**src/rtl/stopwatch_pkg.sv**
```systemverilog
// Shared state encoding for the stopwatch control block.
package stopwatch_pkg;

   localparam logic [1:0] ST_IDLE  = 2'd0;
   localparam logic [1:0] ST_RUN   = 2'd1;
   localparam logic [1:0] ST_PAUSE = 2'd2;
   localparam logic [1:0] ST_LAP   = 2'd3;

   typedef enum logic [1:0] {
      IDLE  = ST_IDLE,
      RUN   = ST_RUN,
      PAUSE = ST_PAUSE,
      LAP   = ST_LAP
   } sw_state_t;

endpackage

```
**src/rtl/btn_edge.sv**
```systemverilog
// Rising-edge detector for a button level that is already synchronous to clk.
module btn_edge (
   input  logic clk,
   input  logic reset,
   input  logic lvl_i,
   output logic rise_o
);

   logic prev_q;

   // History follows the level during reset so a button held through reset
   // is not mistaken for a fresh press once reset releases.
   always_ff @(posedge clk) begin
      if (reset) prev_q <= lvl_i;
      else       prev_q <= lvl_i;
   end

   assign rise_o = lvl_i & ~prev_q;

endmodule

```
**src/rtl/stopwatch_ctrl.sv**
```systemverilog
// Stopwatch sequencing: run/pause/lap/clear FSM, prescaled count strobe,
// lap-freeze display mux and sticky wrap flag.
module stopwatch_ctrl
   import stopwatch_pkg::*;
#(
   parameter int WIDTH    = 4,
   parameter int PRESCALE = 4
) (
   input  logic             clk,
   input  logic             reset,
   input  logic             start_stop,
   input  logic             lap_reset,
   input  logic [WIDTH-1:0] timer_in,
   output logic             count_en,
   output logic             count_clr,
   output logic [WIDTH-1:0] display,
   output logic             running,
   output logic             frozen,
   output logic             overflow
);

   localparam int            PW      = (PRESCALE > 2) ? $clog2(PRESCALE) : 1;
   localparam logic [PW-1:0] PRE_MAX = PW'(PRESCALE - 1);

   sw_state_t        state_q, state_d;
   logic [PW-1:0]    pre_q, pre_d;
   logic [WIDTH-1:0] lap_q, lap_d;
   logic             cen_q, cen_d;
   logic             clr_q, clr_d;
   logic             ovf_q, ovf_d;
   logic             ss_edge, lr_edge, active;

   btn_edge u_ss_edge (.clk(clk), .reset(reset), .lvl_i(start_stop), .rise_o(ss_edge));
   btn_edge u_lr_edge (.clk(clk), .reset(reset), .lvl_i(lap_reset),  .rise_o(lr_edge));

   always_comb begin
      state_d = state_q;
      lap_d   = lap_q;
      clr_d   = 1'b0;
      active  = (state_q == RUN) || (state_q == LAP);

      // start_stop has priority; a simultaneous lap_reset edge is dropped.
      if (ss_edge) begin
         case (state_q)
            IDLE:    state_d = RUN;
            RUN:     state_d = PAUSE;
            PAUSE:   state_d = RUN;
            LAP:     state_d = PAUSE;
            default: state_d = IDLE;
         endcase
      end else if (lr_edge) begin
         case (state_q)
            RUN: begin
               state_d = LAP;
               lap_d   = timer_in;
            end
            LAP:     state_d = RUN;
            PAUSE: begin
               state_d = IDLE;
               clr_d   = 1'b1;
            end
            default: state_d = state_q;
         endcase
      end

      // Paused intervals keep their partial progress; IDLE restarts from zero.
      pre_d = pre_q;
      if (state_q == IDLE)
         pre_d = '0;
      else if (active)
         pre_d = (pre_q == PRE_MAX) ? '0 : pre_q + PW'(1);

      cen_d = active && (pre_q == PRE_MAX);

      ovf_d = ovf_q;
      if (cen_q && (timer_in == '1)) ovf_d = 1'b1;
      if (clr_d)                     ovf_d = 1'b0;
   end

   always_ff @(posedge clk) begin
      if (reset) begin
         state_q <= IDLE;
         pre_q   <= '0;
         lap_q   <= '0;
         cen_q   <= 1'b0;
         clr_q   <= 1'b0;
         ovf_q   <= 1'b0;
      end else begin
         state_q <= state_d;
         pre_q   <= pre_d;
         lap_q   <= lap_d;
         cen_q   <= cen_d;
         clr_q   <= clr_d;
         ovf_q   <= ovf_d;
      end
   end

   assign display   = (state_q == LAP) ? lap_q : timer_in;
   assign running   = (state_q == RUN) || (state_q == LAP);
   assign frozen    = (state_q == LAP);
   assign count_en  = cen_q;
   assign count_clr = clr_q;
   assign overflow  = ovf_q;

endmodule

```
**config.mk**
```make
export PLATFORM = sky130hd
export DESIGN_NAME = stopwatch_ctrl
export DESIGN_NICKNAME = d
export VERILOG_FILES = /design/src/rtl/stopwatch_pkg.sv /design/src/rtl/btn_edge.sv /design/src/rtl/stopwatch_ctrl.sv
export SDC_FILE = /design/constraint.sdc
export NUM_CORES = 1
export LEC_CHECK = 0
export BUFFER_PORTS_ARGS = -buffer_cell sky130_fd_sc_hd__buf_4
export CORE_MARGIN = 2
export CORE_UTILIZATION = 43
export CTS_CLUSTER_DIAMETER = 30
export DETAILED_ROUTE_END_ITERATION = 8
export HOLD_SLACK_MARGIN = 0.12
export PLACE_DENSITY = 0.75
export SLEW_MARGIN = 20
export SYNTH_ARGS = -nofsm -noshare
export SYNTH_HDL_FRONTEND = slang
export SYNTH_SLANG_ARGS = --single-unit
```
**constraint.sdc**
```tcl
create_clock -name clk -period 1.1 [get_ports clk]
set_input_delay 0.11 -clock clk [delete_from_list [all_inputs] [get_ports clk]]
set_output_delay 0.11 -clock clk [all_outputs]
set_load 0.03 [all_outputs]
```
==> results by group <==
Final layout
  • Area delta synth->final: 60.13%
  • Seq. cell area: 269.0 sq um
  • Area occupied by multi-input gates: 376.6 sq um
  • Cell Count, Final, Fillers Out: 104
  • Layout cells sized above 1: 51.69%
  • Final net count: 99
  • Final instance area: 959.7 sq um
  • Filler cells: 96
  • Util after Layout: 73.75%
  • Ant diodes: 0

Place
  • Pre-CTS setup slack: -0.08767 ns
  • Post-DP HPWL: 887.9 um
  • # port buffers: 16
  • GPL Wtd Cong: 0.7759
  • Placed cell count: 93
  • Placement Cell Area: 775.7 sq um

Timing
  • Slew Viols, Final: 0
  • Min setup slack post-route: -0.1966 ns
  • Max-slew headroom: 85.44%
  • Fmax: 771.2 MHz
  • Hold WS: 0.1088 ns
  • Tcrit/Tclk final: 117.9%
  • Actual slew at the worst max-slew pin: 0.2154 ns
  • Hold Violations, Final: 0
  • Period minus WS final: 1.297 ns
  • Unrepaired setup endpoints after global routing: true
  • Final setup viols: 10
  • Clock Skew: 0.002417 ns
  • Setup TNS: -1.374 ns

Drt
  • Via count: 515
  • First-pass DRT Iterations: 2
  • DRT iter0 DRCs: 5
  • Vias per cell: 4.952
  • ANT nets after route: 0
  • Drt drc: 0
  • Drt total wl: 1418 um
  • Avg WL per Cell: 13.63 um

Yosys
  • Top post-synthesis cells by area: dfxtp_1, nand2b_1, mux2_2
  • Synth warn: 0
  • Unique cell type count in the Yosys netlist: 23
  • Synth Flop Type: dfxtp_1
  • Yosys top cell by area: dfxtp_1
  • Synthesized flop and latch total: 13
  • Post-synthesis mux area share: 14.20%
  • Post-synth top area share: 43.42%
  • Mapped Avg Cell Area: 10.16 sq um
  • Post-synthesis instance total: 59
  • Asr flop ratio synth: 0%
  • Commonest cells in the netlist: dfxtp_1, nand2b_1, mux2_2, mux2i_1, nor2_1
  • Adder-cell area share of the yosys netlist: 2.088%
  • Post-synth EDFFs: 0
  • Xor/xnor cell area share of the yosys netlist: 1.461%
  • Compound-cell area share of the yosys netlist: 5.637%
  • Simple-Gate Fraction of Synth Area: 28.60%
  • Sequential fraction of the synthesis area: 43.42%
  • Count leader, synth: dfxtp_1
  • Mapped Area: 599.3 sq um
  • Syn_nets: 68
  • Largest family of logic cells by synthesized area: simple AND/OR/NAND/NOR gates

Outcome
  • Failing checks: negative setup slack
  • Status: complete, but fails checks

Floorplanning
  • Initial Utilization: 46.06%
  • Std-Cell Rows: 13
  • Full die area: 1709 sq um
  • Number of I/O pins: 17
  • Die Span Y: 41.34 um
  • Core ar.: 1301 sq um
  • Die X: 41.34 um

Flow run
  • Max cap viols: 0

Global routing
  • Initial antenna violation count: 0
  • Largest net degree at the start of global routing: 16
  • Vias in the first global route: 493
  • Total grt overflow: 0
  • First-pass GRT wire length: 2049 um
  • Global Route Usage Sum: 19.06%

Clock network
  • CTS Buf Count: 3
  • Htree depth: 1
  • Root Buffer: clkbuf_4
  • Worst skew pair latency: 0.28 ns
  • Worst-path clk slew: 0.08 ns
  • Clk sink count: 13
  • CTS Buffer Depth: 2
  • CTS tree: yes

Worst setup path
  • Req. time, crit path: 0.99 ns
  • R2R Path Start: state_q[1]
  • CP max FO: 5
  • Setup crit end kind: output pin
  • Crit path from: state_q[1]
  • Arrival time at the worst endpoint: 1.19 ns
  • Classification of the worst setup path: flip-flop to output pin
  • CP Launch Type: flip-flop

Power
  • Pwr Total: 1.014 mW
  • Clock power frac: 30.0%
  • PD cells: 1057 nW/um^2
  • Sequential share of power: 49.1%
  • P_leak: 0.4188 nW
  • Switching Share: 26.76%
  • Worst vdd ir: 0.6681 mV
  • Logic pwr share: 20.9%
  • Pint: 742.7 uW
  • Switching pwr: 271.3 uW

Hold path
  • Hold_sp: timer_in[1]
  • Hold WC Path Type: input pin to flip-flop
-- placed cells by master (no fill, tap or decap), types with 3 or more instances in the layout --
cell type      Yosys  routed
buf_4              0      18
dfxtp_1           13      10
nand2b_1           9       8
buf_6              1       8
mux2_4             0       4
mux2i_1            4       4
nor2_1             4       4
dlygate4sd3_1      0       4
clkbuf_4           0       3
-- per-layer routing --
layer	up-vias	global-route usage, %	share of wire [%]	wire length [um]
met5	-	0	0	0
met3	2	3.191	5.9	83
li1	259	-	-	-
met2	17	36.72	50	714
met4	0	7.258	1.8	25
met1	237	20.33	42	595
-- registers in the layout (all words and copies together) (netlist names) --
| name | cells |
|---|---|
| overflow | 1 |
| lap_q | 4 |
| u_ss_edge.prev_q | 1 |
| count_clr | 1 |
| pre_q | 2 |
| state_q | 2 |
| count_en | 1 |
| u_lr_edge.prev_q | 1 |
-- what timing repair did --
item | in CTS | in global routing
buffers inserted | 3 | 1
pin swaps | 1 | 0
endpoints found under the hold margin | 10 | 0
hold buffers | 4 | 0
setup endpoints to repair | 9 | 14
gates resized for setup | 18 | 9
-- path summary, 6_finish.rpt --
kind,slack (ns),end,cells after the start
worst max-delay path,-0.20,display[1],3
worst min-delay path,0.11,lap_q[1],3
worst min register to register,0.48,lap_q[0],2
worst max register to register,-0.12,lap_q[2],4
-- critical path, cell delays in order, from the launching register on --
cell	delay [ns]
dfxtp_4	0.37
nand2_8	0.09
mux2_4	0.31
buf_6	0.14
-- area by class of cell --
cell class,instances,share of cell area [%]
clock buffer,4,2.738
tap,15,1.956
timing repair buffer,30,27.64
multi-input combinational,41,39.24
inverter,1,0.3911
sequential,13,28.03
-- power groups by stage --
| stage | registers [mW] | logic, mW | clock network (mW) |
|---|---|---|---|
| floorplan | 0.503 | 0.0991 | 0 |
| global placement | 0.507 | 0.156 | 0 |
| detailed placement | 0.508 | 0.159 | 0 |
| CTS | 0.494 | 0.200 | 0.297 |
| global route | 0.501 | 0.227 | 0.334 |
| finish | 0.498 | 0.212 | 0.304 |
-- logic make-up (layout without fill, tap and decap cells) --
| family | after synthesis | after routing |
|---|---|---|
| AOI/OAI and AO/OA | 6 | 6 |
| xor gates and xnor gates | 1 | 1 |
| adders and majority gates | 1 | 1 |
| buffers and inverters | 5 | 35 |
| DFF | 13 | 13 |
| muxes | 8 | 8 |
| and+or+nand+nor | 25 | 25 |
Note: power is estimated with default switching activity, not from simulation.
